File: src/rtl/int_div_pkg.sv
// Shared types and constants for the variable-latency iterative divider.
package int_div_pkg;

  localparam int unsigned DEFAULT_NBITS = 32;
  localparam int unsigned MSG_W         = 2 * DEFAULT_NBITS;

  // Message field positions: request {a, b}, response {quot, rem}
  localparam int unsigned HI_LSB = DEFAULT_NBITS;
  localparam int unsigned HI_MSB = 2 * DEFAULT_NBITS - 1;
  localparam int unsigned LO_LSB = 0;
  localparam int unsigned LO_MSB = DEFAULT_NBITS - 1;

  localparam logic [DEFAULT_NBITS-1:0] DIV0_QUOT = '1;

  typedef enum logic [1:0] {
    IDLE = 2'd0,
    CALC = 2'd1,
    DONE = 2'd2
  } state_e;

endpackage

File: src/rtl/int_div_var_if.sv
// val/rdy request/response bundle shared by the divider and its source/sink harness.
interface int_div_var_if
  import int_div_pkg::*;
#(
  parameter int unsigned NBITS = DEFAULT_NBITS
);
  logic               req_val;
  logic               req_rdy;
  logic [2*NBITS-1:0] req_msg;
  logic               resp_val;
  logic               resp_rdy;
  logic [2*NBITS-1:0] resp_msg;

  modport master (
    output req_val, req_msg, resp_rdy,
    input  req_rdy, resp_val, resp_msg
  );

  modport slave (
    input  req_val, req_msg, resp_rdy,
    output req_rdy, resp_val, resp_msg
  );
endinterface

File: src/rtl/int_div_clz.sv
// Combinational leading-zero count; an all-zero input reports NBITS.
module int_div_clz #(
  parameter int unsigned NBITS = 32
) (
  input  logic [NBITS-1:0]       a_i,
  output logic [$clog2(NBITS):0] clz_o
);

  // Highest set bit wins because the scan runs LSB to MSB and overwrites.
  always_comb begin
    clz_o = ($clog2(NBITS) + 1)'(NBITS);
    for (int i = 0; i < NBITS; i++) begin
      clz_o = a_i[i] ? ($clog2(NBITS) + 1)'(NBITS - 1 - i) : clz_o;
    end
  end

endmodule

File: src/rtl/int_div_var.sv
// Iterative unsigned divider: one quotient bit per cycle after skipping the
// dividend's leading zeros; divide-by-zero and a<b finish without iterating.
module int_div_var
  import int_div_pkg::*;
#(
  parameter int unsigned NBITS = DEFAULT_NBITS
) (
  input logic          clk,
  input logic          reset,
  int_div_var_if.slave bus
);

  localparam int unsigned CW = $clog2(NBITS) + 1;

  state_e           state_q, state_d;
  logic [NBITS-1:0] a_q, a_d;
  logic [NBITS-1:0] b_q, b_d;
  logic [NBITS-1:0] quot_q, quot_d;
  logic [NBITS-1:0] rem_q, rem_d;
  logic [CW-1:0]    count_q, count_d;
  logic             req_rdy_q, req_rdy_d;
  logic             resp_val_q, resp_val_d;

  logic [NBITS-1:0] a_in_s;
  logic [NBITS-1:0] b_in_s;
  logic [CW-1:0]    clz_s;
  logic             req_fire_s;
  logic             resp_fire_s;
  logic             short_s;
  logic [NBITS:0]   rem_t_s;
  logic [NBITS:0]   diff_s;
  logic             ge_s;

  assign a_in_s      = bus.req_msg[2*NBITS-1:NBITS];
  assign b_in_s      = bus.req_msg[NBITS-1:0];
  assign req_fire_s  = bus.req_val & req_rdy_q;
  assign resp_fire_s = resp_val_q & bus.resp_rdy;
  assign short_s     = (b_in_s == '0) || (a_in_s < b_in_s);

  // The compare/subtract is one bit wider than the operands so the shifted-in
  // remainder never overflows.
  assign rem_t_s = {rem_q, a_q[NBITS-1]};
  assign diff_s  = rem_t_s - {1'b0, b_q};
  assign ge_s    = (rem_t_s >= {1'b0, b_q});

  int_div_clz #(.NBITS(NBITS)) u_clz (
    .a_i   (a_in_s),
    .clz_o (clz_s)
  );

  // State and datapath registers.
  always_ff @(posedge clk or posedge reset) begin
    if (reset) begin
      state_q    <= IDLE;
      a_q        <= '0;
      b_q        <= '0;
      quot_q     <= '0;
      rem_q      <= '0;
      count_q    <= '0;
      req_rdy_q  <= 1'b0;
      resp_val_q <= 1'b0;
    end else begin
      state_q    <= state_d;
      a_q        <= a_d;
      b_q        <= b_d;
      quot_q     <= quot_d;
      rem_q      <= rem_d;
      count_q    <= count_d;
      req_rdy_q  <= req_rdy_d;
      resp_val_q <= resp_val_d;
    end
  end

  // Next-state logic.
  always_comb begin
    state_d = state_q;
    case (state_q)
      IDLE: begin
        if (req_fire_s) begin
          state_d = short_s ? DONE : CALC;
        end else begin
          state_d = IDLE;
        end
      end
      CALC:    state_d = (count_q == CW'(1)) ? DONE : CALC;
      DONE:    state_d = resp_fire_s ? IDLE : DONE;
      default: state_d = IDLE;
    endcase
  end

  // Datapath updates: operand latch on accept, one restoring step per CALC cycle.
  always_comb begin
    a_d     = a_q;
    b_d     = b_q;
    quot_d  = quot_q;
    rem_d   = rem_q;
    count_d = count_q;
    case (state_q)
      IDLE: begin
        if (req_fire_s) begin
          b_d = b_in_s;
          if (b_in_s == '0) begin
            a_d     = a_in_s;
            quot_d  = {NBITS{1'b1}};
            rem_d   = a_in_s;
            count_d = '0;
          end else if (a_in_s < b_in_s) begin
            a_d     = a_in_s;
            quot_d  = '0;
            rem_d   = a_in_s;
            count_d = '0;
          end else begin
            a_d     = a_in_s << clz_s;
            quot_d  = '0;
            rem_d   = '0;
            count_d = CW'(NBITS) - clz_s;
          end
        end else begin
          a_d = a_q;
        end
      end
      CALC: begin
        rem_d   = ge_s ? diff_s[NBITS-1:0] : rem_t_s[NBITS-1:0];
        quot_d  = {quot_q[NBITS-2:0], ge_s};
        a_d     = a_q << 1;
        count_d = count_q - CW'(1);
      end
      DONE:    a_d = a_q;
      default: a_d = a_q;
    endcase
  end

  // Handshake outputs are registered from the next state.
  always_comb begin
    req_rdy_d  = (state_d == IDLE);
    resp_val_d = (state_d == DONE);
  end

  assign bus.req_rdy  = req_rdy_q;
  assign bus.resp_val = resp_val_q;
  assign bus.resp_msg = {quot_q, rem_q};

endmodule

File: src/flat_wrapper.sv
// flat-port wrapper written by rule: the top's interface ports become plain ports
module int_div_var_flat import int_div_pkg::*;
#(
  parameter int unsigned NBITS = DEFAULT_NBITS
)
  (clk, reset, bus_req_val, bus_req_msg, bus_resp_rdy, bus_req_rdy, bus_resp_val, bus_resp_msg);
  int_div_var_if #(.NBITS(NBITS)) bus_i ();
  input logic clk;
  input logic reset;
  input wire logic [$bits(bus_i.req_val)-1:0] bus_req_val;
  input wire logic [$bits(bus_i.req_msg)-1:0] bus_req_msg;
  input wire logic [$bits(bus_i.resp_rdy)-1:0] bus_resp_rdy;
  output wire logic [$bits(bus_i.req_rdy)-1:0] bus_req_rdy;
  output wire logic [$bits(bus_i.resp_val)-1:0] bus_resp_val;
  output wire logic [$bits(bus_i.resp_msg)-1:0] bus_resp_msg;
  assign bus_i.req_val = bus_req_val;
  assign bus_i.req_msg = bus_req_msg;
  assign bus_i.resp_rdy = bus_resp_rdy;
  assign bus_req_rdy = bus_i.req_rdy;
  assign bus_resp_val = bus_i.resp_val;
  assign bus_resp_msg = bus_i.resp_msg;
  int_div_var #(.NBITS(NBITS)) u_core (.clk(clk), .reset(reset), .bus(bus_i));
endmodule
File: config.mk
export PLATFORM = sky130hd
export DESIGN_NAME = int_div_var_flat
export DESIGN_NICKNAME = d
export VERILOG_FILES = /design/src/rtl/int_div_pkg.sv /design/src/rtl/int_div_var_if.sv /design/src/rtl/int_div_clz.sv /design/src/rtl/int_div_var.sv /design/src/flat_wrapper.sv
export SDC_FILE = /design/constraint.sdc
export NUM_CORES = 1
export LEC_CHECK = 0
export CAP_MARGIN = 20
export CORE_ASPECT_RATIO = 2
export CORE_UTILIZATION = 37
export CTS_BUF_LIST = sky130_fd_sc_hd__clkbuf_8
export DETAILED_ROUTE_END_ITERATION = 16
export PLACE_DENSITY = 0.58
export SETUP_SLACK_MARGIN = 0.05
export SYNTH_ARGS = -nofsm -noshare
export SYNTH_HDL_FRONTEND = slang
export SYNTH_SLANG_ARGS = --single-unit
File: constraint.sdc
create_clock -name clk -period 6.3 [get_ports clk]
set_clock_uncertainty 0.05 [all_clocks]
set_input_delay 0.945 -clock clk [delete_from_list [all_inputs] [get_ports clk]]
set_output_delay 0.945 -clock clk [all_outputs]
set_load 0.03 [all_outputs]
**Word level (Yosys, flattened, before mapping)**

Cells that the tools add are included.

- Flip-flop bits (word level): 138
- Output and inout bits: 66
- Word-level logic and storage cells: 81

- Bitwise logic cells: 2
- Eq/ne operators: 5
- Mux-type cells: 53
- $add $sub $neg: 3
- Shifts and indexed selects: 1
- $lt $le $gt $ge: 2
- Reduce and logical (&&, ||, !) cells: 7

Operator list:

| operator | number |
|---|---|
| two-way mux 32 bit | 9 |
| two-way mux 6 bit | 35 |
| one-hot mux 32 bit (2 select lines) | 3 |
| >= comparator 33 x 32 -> 1 bit | 1 |
| logical NOT 32 bit | 1 |
| < comparator 32 bit | 1 |
| << shifter 32 x 6 -> 32 bit | 1 |
| subtractor 32 bit | 1 |
| one-hot mux 6 bit (2 select lines) | 1 |
| two-way mux 2 bit | 4 |
| equality test 6 x 1 -> 1 bit, second input constant | 1 |
| one-hot mux 2 bit (3 select lines) | 1 |
| subtractor 6 x 1 -> 6 bit, second input constant | 1 |
| subtractor 6 bit, first input constant | 1 |
| equality test 2 bit, second input constant | 2 |
| logical NOT 2 bit | 2 |
| AND reduction 2 bit | 2 |
| bitwise AND 1 bit | 2 |
| equality test 2 x 1 -> 1 bit, second input constant | 1 |
| inequality test 2 x 1 -> 1 bit, second input constant | 1 |
| nonzero test 2 bit | 1 |
| logical OR 1 bit | 1 |

**Logic depth before layout (Yosys ltp)**

Gate-level depths: netlist of the first run.

- Depth in word-level cells: 37
- Gate-level depth with buffers: 15
- Depth with buffers taken out: 12

**Hierarchy**

Synthesis of the first run repeated with hierarchy kept, for this count alone.

- Cell total of the unflattened synthesis: 1,274
- Area, all modules: 10,827.9 um2

By module, submodules not included:

| module | times used | area each (um2) | cells each |
|---|---|---|---|
| int_div_var | 1 | 10,456.3 | 1,207 |
| int_div_clz | 1 | 371.6 | 67 |

**Worst setup path before layout of the first run**

Ideal clock, no wire load.

- Kind: input to register
- From: in bus_req_msg[52]
- To: reg u_core.a_q[25]
- Stages on the path: 11
- Required time: 6,108 ps
- Arrival time: 3,318 ps
- Buffers on the path: 2
- Setup slack: 2,790 ps
- Path through: buf_2 > or4_4 > or3_4 > a31oi_4 > a21oi_4 > buf_6 > mux2_4 > o22ai_1 > nor4_1 > a211oi_1 > o221ai_1

- Cells in the longest elaborated chain, start to end: 17

RTL lines:

| what | RTL line | source |
|---|---|---|
| start, declared | flat_wrapper.sv:11 | `input wire logic [$bits(bus_i.req_msg)-1:0] bus_req_msg;` |
| two-way mux 6 bit (12 in series) | int_div_clz.sv:13 | `clz_o = a_i[i] ? ($clog2(NBITS) + 1)'(NBITS - 1 - i) : clz_o;` |
| << shifter 32 x 6 -> 32 bit | int_div_var.sv:113 | `a_d = a_in_s << clz_s;` |
| two-way mux 32 bit (*) | int_div_var.sv:107 | `end else if (a_in_s < b_in_s) begin` |
| two-way mux 32 bit (*) | int_div_var.sv:102 | `if (b_in_s == '0) begin` |
| two-way mux 32 bit (*) | int_div_var.sv:100 | `if (req_fire_s) begin` |
| one-hot mux 32 bit (2 select lines) (*) | int_div_var.sv:98 | `case (state_q)` |
| end signal, assigned | int_div_var.sv:55 | `a_q <= '0;` |
| end signal, assigned | int_div_var.sv:64 | `a_q <= a_d;` |
| end, declared | int_div_var.sv:16 | `logic [NBITS-1:0] a_q, a_d;` |

Every way passes the cells marked *; elsewhere a longest branch is shown, timed or not. The select of a mux whose other input is x is not followed.
A chain may end at the register's enable or synchronous reset.

**Final worst setup path of the first run**

- From: in bus_req_msg[45]
- To: reg u_core.a_q[23]

- Cells in the longest elaborated chain, start to end: 24

RTL lines:

| what | RTL line |
|---|---|
| two-way mux 6 bit (19 in series) | int_div_clz.sv:13 |
| << shifter 32 x 6 -> 32 bit | int_div_var.sv:113 |
| two-way mux 32 bit (*) | int_div_var.sv:107 |
| two-way mux 32 bit (*) | int_div_var.sv:102 |
| two-way mux 32 bit (*) | int_div_var.sv:100 |
| one-hot mux 32 bit (2 select lines) (*) | int_div_var.sv:98 |

Marked as above.

==> impl_results.rst, run 1 <==
.. list-table::
   :header-rows: 1

   * - Metric
     - Value
   * - Flip-flop and latch count after synthesis
     - 138
   * - Number of violations reported at the end of detailed-routing iteration 0
     - 956
   * - Top area cells in the synthesized netlist
     - dfrtp_1 (32%), ha_1 (7.6%), o21ai_0 (5.3%)
   * - Yosys top cell by area
     - dfrtp_1
   * - Crit path required time
     - 6690 ps
   * - DIE WIDTH
     - 123.1 um
   * - Area share of the largest cell type after synthesis
     - 31.81%
   * - Number of antenna violations at the first check in global routing
     - 1
   * - Final setup viols
     - 0
   * - Post-synthesis sequential area ratio
     - 31.81%
   * - CP max stage cell
     - clkdlybuf4s50_1
   * - Cell with the most instances after synthesis
     - dfrtp_1
   * - Critical path launch point type
     - input port
   * - Area added between synthesis and finish
     - 19.99%
   * - Number of enable flip-flop cells after synthesis
     - 0
   * - Number of standard cells after synthesis
     - 1289
   * - Async S/R FF share, synth
     - 100.0%
   * - Run status
     - completed
   * - Worst voltage drop across the vdd grid
     - 0.2479 mV
   * - Combined global-route utilization of all metal layers
     - 32.64%
   * - Via count of the first global-routing pass
     - 11420
   * - Final WL
     - 47.96 mm
   * - Global route total overflow
     - 0
   * - Clk slew on worst S/H paths
     - 100 ps
   * - Die span in y
     - 244.2 um
   * - Clock period minus worst slack
     - 5050 ps
   * - Arrival time of the worst setup path
     - 5440 ps
   * - Number of top-level pins
     - 134
   * - Net count of the mapped netlist
     - 1424
   * - Max-slew violation total from the final report
     - 0
   * - H-tree levels
     - 4
   * - Layout cell share with drive strength beyond 1
     - 8.037%
   * - Routed wire per std cell
     - 27.14 um
   * - Max-cap violation count
     - 0
   * - Standard cell core area
     - 0.02885 mm^2
   * - Pin count of the biggest net entering global routing
     - 89
   * - Most used cell along the critical path
     - a21oi_1
   * - Pwr per Cell Area
     - 461.5 mW/mm^2
   * - Number of hold violations in the final report
     - 0
   * - RSZ-0062 raised after global routing
     - false
   * - Number of hold buffers added after cts
     - 0
   * - Highest net fanout along the worst path
     - 12
   * - Number of distinct standard cells referenced by the synthesized netlist
     - 87
   * - LEAKAGE
     - 5.544 nW
   * - Number of setup buffers added after CTS
     - 0
   * - Total DRC errors in the routed layout
     - 0
   * - Post-detailed-route via-to-cell ratio
     - 6.428
   * - First-pass iteration count of the detailed router
     - 5
   * - Net count of the finished layout
     - 1528
   * - Worst slew slack as a fraction of its limit
     - 24.83%
   * - Die outline area
     - 0.03007 mm^2
   * - Clock buffers created by TritonCTS
     - 17
   * - Tcrit/Tclk final
     - 80.16%
   * - Dominant register cell in the synthesized netlist
     - dfrtp_1
   * - Wire length of the first global-routing pass
     - 70.92 mm
   * - Initial Util
     - 37.63%
   * - Fillcell total
     - 2907
   * - Worst slew pin tran
     - 1128 ps
   * - Highest clock frequency the design can meet
     - 198.0 MHz
   * - Post-Syn Area
     - 0.01086 mm^2
   * - Detail Placement HPWL
     - 34.96 mm
   * - I/O Buffers
     - 133
   * - Most numerous cell types in the synthesized netlist
     - dfrtp_1 (138), o21ai_0 (115), nand2_1 (110), a21oi_1 (90), inv_1 (87)
   * - Final ANT Viol Nets
     - 0
   * - Largest incremental delay on the critical path
     - 910 ps
   * - Final weighted congestion in routability-driven placement
     - 1.061
   * - Worst setup margin
     - 1250 ps
   * - Cell Chain, Critical Path
     - clkdlybuf4s50_1 > nand2b_1 > a21oi_1 > nor4bb_1 > or3_1 > nand2_1 > inv_2 > buf_4 > mux2i_1 > o22ai_1 > a211o_1 > a21oi_1
   * - Kind of end point of the critical path
     - flip-flop
   * - Type of the tightest min-delay check
     - reg -> reg
   * - TNS Setup
     - 0 ps
   * - CTS tree
     - done
   * - Overall via count from detail_route
     - 11360
   * - DP Worst Slack
     - 1039 ps
   * - Clock tree root driver cell
     - clkbuf_8
   * - Num Clock Sinks
     - 138
   * - Average cell area after synthesis
     - 8.422 um^2
   * - Row Count
     - 88
   * - Clock latency on the worst-skew pair
     - 510 ps
   * - Worst Path Class, Setup
     - in -> reg
   * - Clock Tree Buf Depth
     - 2
   * - Yosys warning count
     - 0
   * - Number of cells upsized or downsized after cts
     - 0
-- power breakdown --
| group | internal [mW] | switching, mW | leakage [nW] | total [mW] |
|---|---|---|---|---|
| clock | 0.339 | 0.440 | 0.205 | 0.779 |
| sequential | 1.22 | 0.269 | 1.75 | 1.49 |
| combinational | 1.46 | 2.29 | 3.58 | 3.74 |
| total | 3.02 | 2.99 | 5.54 | 6.01 |
-- per-layer routing --
layer  share of wire [%]  routed length (um)  track usage (%)
met1                  35               16670            33.78
met3                 5.8                2766            5.877
met5                   0                   0                0
met2                  51               24290            55.87
met4                 8.8                4238            27.43
-- path summary, 6_finish.rpt --
check / slack [ps] / from / end / depth (start not counted)
max in group asynchronous: 4030 / reset / u_core.quot_q[28] / 3
min in group asynchronous: 910 / reset / u_core.quot_q[11] / 2
max reg2reg: 2040 / u_core.rem_q[0] / u_core.rem_q[26] / 11
min: 430 / u_core.a_q[24] / u_core.a_q[25] / 2
max: 1250 / bus_req_msg[45] / u_core.a_q[23] / 12
min reg2reg: 430 / u_core.a_q[24] / u_core.a_q[25] / 2
-- registers in the layout, summed over array words and instances, names as in the netlist --
name	cells
u_core.a_q	32
u_core.b_q	32
u_core.bus.req_rdy	1
u_core.bus.resp_val	1
u_core.count_q	6
u_core.quot_q	32
u_core.rem_q	32
u_core.state_q	2
-- stage by stage --
stage          total power, mW  std cells  hold slack, ps  instance area [um^2]  utilization (%)
2_1_floorplan            4.021       1289           394.7                 10860                -
3_3_place_gp             5.168       1732           411.7                 12600            43.68
3_5_place_dp             5.200       1733           415.7                 12610            43.72
4_1_cts                  6.001       1765           434.1                 13020            45.12
5_1_grt                  6.428       1767           455.1                 13030            45.15
6_report                 6.011       1767           434.7                 13030            45.15
-- area by class of cell --
class	count	area [um^2]	area share, %
tap	360	450.4	3.458
multi-input combinational	977	6749	51.82
antenna	1	2.502	0.01921
timing repair buffer	171	1630	12.52
sequential	138	3453	26.51
clock buffer	18	247.7	1.902
inverter	88	335.3	2.574
clock inverter	14	156.4	1.201
-- logic make-up (layout without fill, tap and decap cells) --
family / Yosys count / count (layout) / share of synthesized area [%]
simple gates: 335 / 335 / 14.94
xor+xnor: 28 / 28 / 2.259
fa+ha+maj: 67 / 67 / 7.792
compound gates: 479 / 479 / 30.09
other cells: 0 / 1 / 0
buf+inv: 174 / 291 / 6.385
flops: 138 / 138 / 31.81
mux: 68 / 68 / 6.720
-- critical path, delay by kind of cell --
kind	cells	cell delay, ps
compound gates	4	900
buf+inv	3	1480
mux	1	450
simple gates	4	1660
-- placed cells by master, fill, tap and decap left out, drive strengths merged, types with 7 or more instances in the layout --
cell type / n
a211oi: 22
a21o: 13
a21oi: 92
a221o: 34
a221oi: 12
a222oi: 8
a22oi: 37
and2: 10
and3: 9
buf: 38
clkbuf: 18
clkdlybuf4s50: 133
clkinv: 7
dfrtp: 138
ha: 66
inv: 94
mux2: 13
mux2i: 53
nand2: 110
nand2b: 10
nand3: 28
nand4: 9
nor2: 71
nor2b: 14
nor3: 22
nor4: 23
o211ai: 16
o21a: 10
o21ai: 134
o221ai: 10
o22ai: 21
o31ai: 18
or3: 11
xnor2: 15
xor2: 13
Note: power is estimated with default switching activity, not from simulation.
==> run 2: changes to the inputs <==
--- a/config.mk
+++ b/config.mk
@@ -10,7 +10,7 @@
 export CORE_UTILIZATION = 37
 export CTS_BUF_LIST = sky130_fd_sc_hd__clkbuf_8
 export DETAILED_ROUTE_END_ITERATION = 16
-export PLACE_DENSITY = 0.58
+export PLACE_DENSITY = 0.6
 export SETUP_SLACK_MARGIN = 0.05
 export SYNTH_ARGS = -nofsm -noshare
 export SYNTH_HDL_FRONTEND = slang
==> constraint.sdc (replaced) <==
create_clock -name clk -period 4.5 [get_ports clk]
set_clock_uncertainty 0.05 [all_clocks]
set_input_delay 0.675 -clock clk [delete_from_list [all_inputs] [get_ports clk]]
set_output_delay 0.675 -clock clk [all_outputs]
set_load 0.03 [all_outputs]
==> impl_results.rst, run 2 (same netlist as run 1, synthesis figures left out) <==
.. list-table::
   :header-rows: 1

   * - Metric
     - Value
   * - Worst slew pin tran
     - 1123 ps (-4.584 ps)
   * - Die span in y
     - 244.2 um (unchanged)
   * - Routed wire per std cell
     - 25.93 um (-4.5%)
   * - Clock period minus worst slack
     - 4201 ps
   * - LEAKAGE
     - 5.989 nW (+8.0%)
   * - Total DRC errors in the routed layout
     - 0 (unchanged)
   * - TNS Setup
     - 0 ps (unchanged)
   * - DIE WIDTH
     - 123.1 um (unchanged)
   * - Number of hold violations in the final report
     - 0 (unchanged)
   * - DP Worst Slack
     - -25.20 ps (-1065 ps)
   * - Row Count
     - 88 (unchanged)
   * - Num Clock Sinks
     - 138 (unchanged)
   * - Pin count of the biggest net entering global routing
     - 78 (-12%)
   * - Highest clock frequency the design can meet
     - 238.0 MHz
   * - Most frequent standard cell in the layout excluding fill and tap cells
     - dfrtp_1
   * - Clock latency on the worst-skew pair
     - 510 ps (about the same)
   * - Switching Power
     - 4.202 mW (+40%)
   * - H-tree levels
     - 4 (unchanged)
   * - Via count of the first global-routing pass
     - 11810 (+3.4%)
   * - Pint
     - 4.313 mW (+43%)
   * - Number of setup buffers added after CTS
     - 0 (unchanged)
   * - Global route total overflow
     - 0 (unchanged)
   * - Max-cap violation count
     - 0 (unchanged)
   * - Number of cells upsized or downsized after cts
     - 0 (unchanged)
   * - Net count of the finished layout
     - 1614 (+5.6%)
   * - Relative contribution of combinational cells to total power
     - 62.6% (+0.3 points)
   * - Detail Placement HPWL
     - 36.77 mm (+5.2%)
   * - Number of hold buffers added after cts
     - 0 (unchanged)
   * - Sw frac
     - 49.35% (-0.46 points)
   * - Area added between synthesis and finish
     - 26.59%
   * - I/O Buffers
     - 133 (unchanged)
   * - Post-detailed-route via-to-cell ratio
     - 6.288 (-2.2%)
   * - Clk slew on worst S/H paths
     - 90 ps (about the same)
   * - Final setup viols
     - 0 (unchanged)
   * - Tcrit/Tclk final
     - 93.36%
   * - RSZ-0062 raised after global routing
     - false
   * - Sequential power share
     - 24.5% (-0.3 points)
   * - Clock Tree Buf Depth
     - 2 (unchanged)
   * - First-pass iteration count of the detailed router
     - 5 (unchanged)
   * - Kind of end point of the critical path
     - flip-flop
   * - Arrival time of the worst setup path
     - 4580 ps (-860 ps)
   * - Overall via count from detail_route
     - 11650 (+2.6%)
   * - Highest net fanout along the worst path
     - 9 (-3)
   * - Worst Path Class, Setup
     - in -> reg
   * - Worst slew slack as a fraction of its limit
     - 24.64% (-0.20 points)
   * - Final WL
     - 48.04 mm (+0.16%)
   * - Number of violations reported at the end of detailed-routing iteration 0
     - 1049 (+9.7%)
   * - Max-slew violation total from the final report
     - 0 (unchanged)
   * - Final weighted congestion in routability-driven placement
     - 1.040 (-2.0%)
   * - Die outline area
     - 0.03007 mm^2 (unchanged)
   * - Wire length of the first global-routing pass
     - 71.78 mm (+1.2%)
   * - Type of the tightest min-delay check
     - reg -> reg
   * - Crit path required time
     - 4870 ps (-1820 ps)
   * - Fraction of power consumed by the clock network
     - 12.9% (about the same)
   * - Worst Hold Slack
     - 445.9 ps (+11.17 ps)
   * - Pwr per Cell Area
     - 619.6 mW/mm^2 (+34%)
   * - Clock buffers created by TritonCTS
     - 17 (unchanged)
   * - Number of antenna violations at the first check in global routing
     - 1 (unchanged)
   * - Worst setup margin
     - 299.0 ps (-951.1 ps)
   * - Critical path launch point type
     - input port
   * - Initial Util
     - 37.63% (unchanged)
   * - Final ANT Viol Nets
     - 0 (unchanged)
   * - CTS tree
     - done
   * - Run status
     - completed
   * - Clock tree root driver cell
     - clkbuf_8
   * - Standard cell core area
     - 0.02885 mm^2 (unchanged)
   * - Layout cell share with drive strength beyond 1
     - 13.27% (+5.2 points)
   * - Number of top-level pins
     - 134 (unchanged)
   * - Worst voltage drop across the vdd grid
     - 0.2547 mV (+2.8%)
   * - Combined global-route utilization of all metal layers
     - 32.89% (+0.24 points)
   * - Commonest non-fill, non-tap cells in the layout
     - dfrtp_1 (138), clkdlybuf4s50_1 (133), buf_4 (117)
## run 2: power by group through the flow
stage	Sequential, mW	Clock (mW)	Combinational [mW]
CTS	2.08	1.12	5.29
floorplan	2.23	0	3.40
detailed placement	2.10	0	5.26
finish	2.08	1.10	5.33
global route	2.13	1.16	5.83
global placement	2.09	0	5.21
## run 2: path summary, 6_finish.rpt
| path | startpoint | to | slack, ps | cells past startpoint |
|---|---|---|---|---|
| setup / recovery | bus_req_msg[62] | u_core.a_q[24] | 300 | 12 |
| hold / removal | u_core.b_q[0] | u_core.b_q[0] | 450 | 2 |
| setup reg to reg | u_core.rem_q[0] | u_core.rem_q[30] | 550 | 11 |
| hold reg to reg | u_core.b_q[0] | u_core.b_q[0] | 450 | 2 |
| max in group asynchronous | reset | u_core.b_q[16] | 2940 | 3 |
| min in group asynchronous | reset | u_core.quot_q[8] | 580 | 2 |
## run 2: worst max-delay path: stages
cell and delay (ps):
clkdlybuf4s50_1 790, nor2b_1 150, a211oi_2 320, nand3_1 310, or3_1 510, nand3_1 250
buf_4 180, o22ai_1 70, nor4_1 790, buf_4 240, a211oi_1 50, o31ai_1 220
## run 2: cell type report
class / instances / area (um^2)
diodes: 1 / 2.502
inverters: 88 / 335.3
repair buffers: 257 / 2350
fillers: 2840 / 15110
clock inverters: 15 / 173.9
flip-flops and latches: 138 / 3453
clock buffers: 17 / 234.0
well taps: 360 / 450.4
multi-input cells: 977 / 6743
## run 2: metal layers
metal	up-vias	GRT usage (%)	wire length, um
met5	-	0	0
met4	0	26.40	4181
met3	193	4.338	2277
met2	492	57.78	24710
met1	5734	34.20	16870
li1	5233	-	-
## run 2: through the flow
step / std cells / utilization [%] / area [um^2] / power, mW
CTS: 1852 / 47.63 / 13740 / 8.484
global route: 1853 / 47.64 / 13740 / 9.116
floorplan: 1289 / - / 10860 / 5.629
global placement: 1820 / 46.21 / 13330 / 7.308
detailed placement: 1820 / 46.21 / 13330 / 7.363
finish: 1853 / 47.64 / 13740 / 8.515
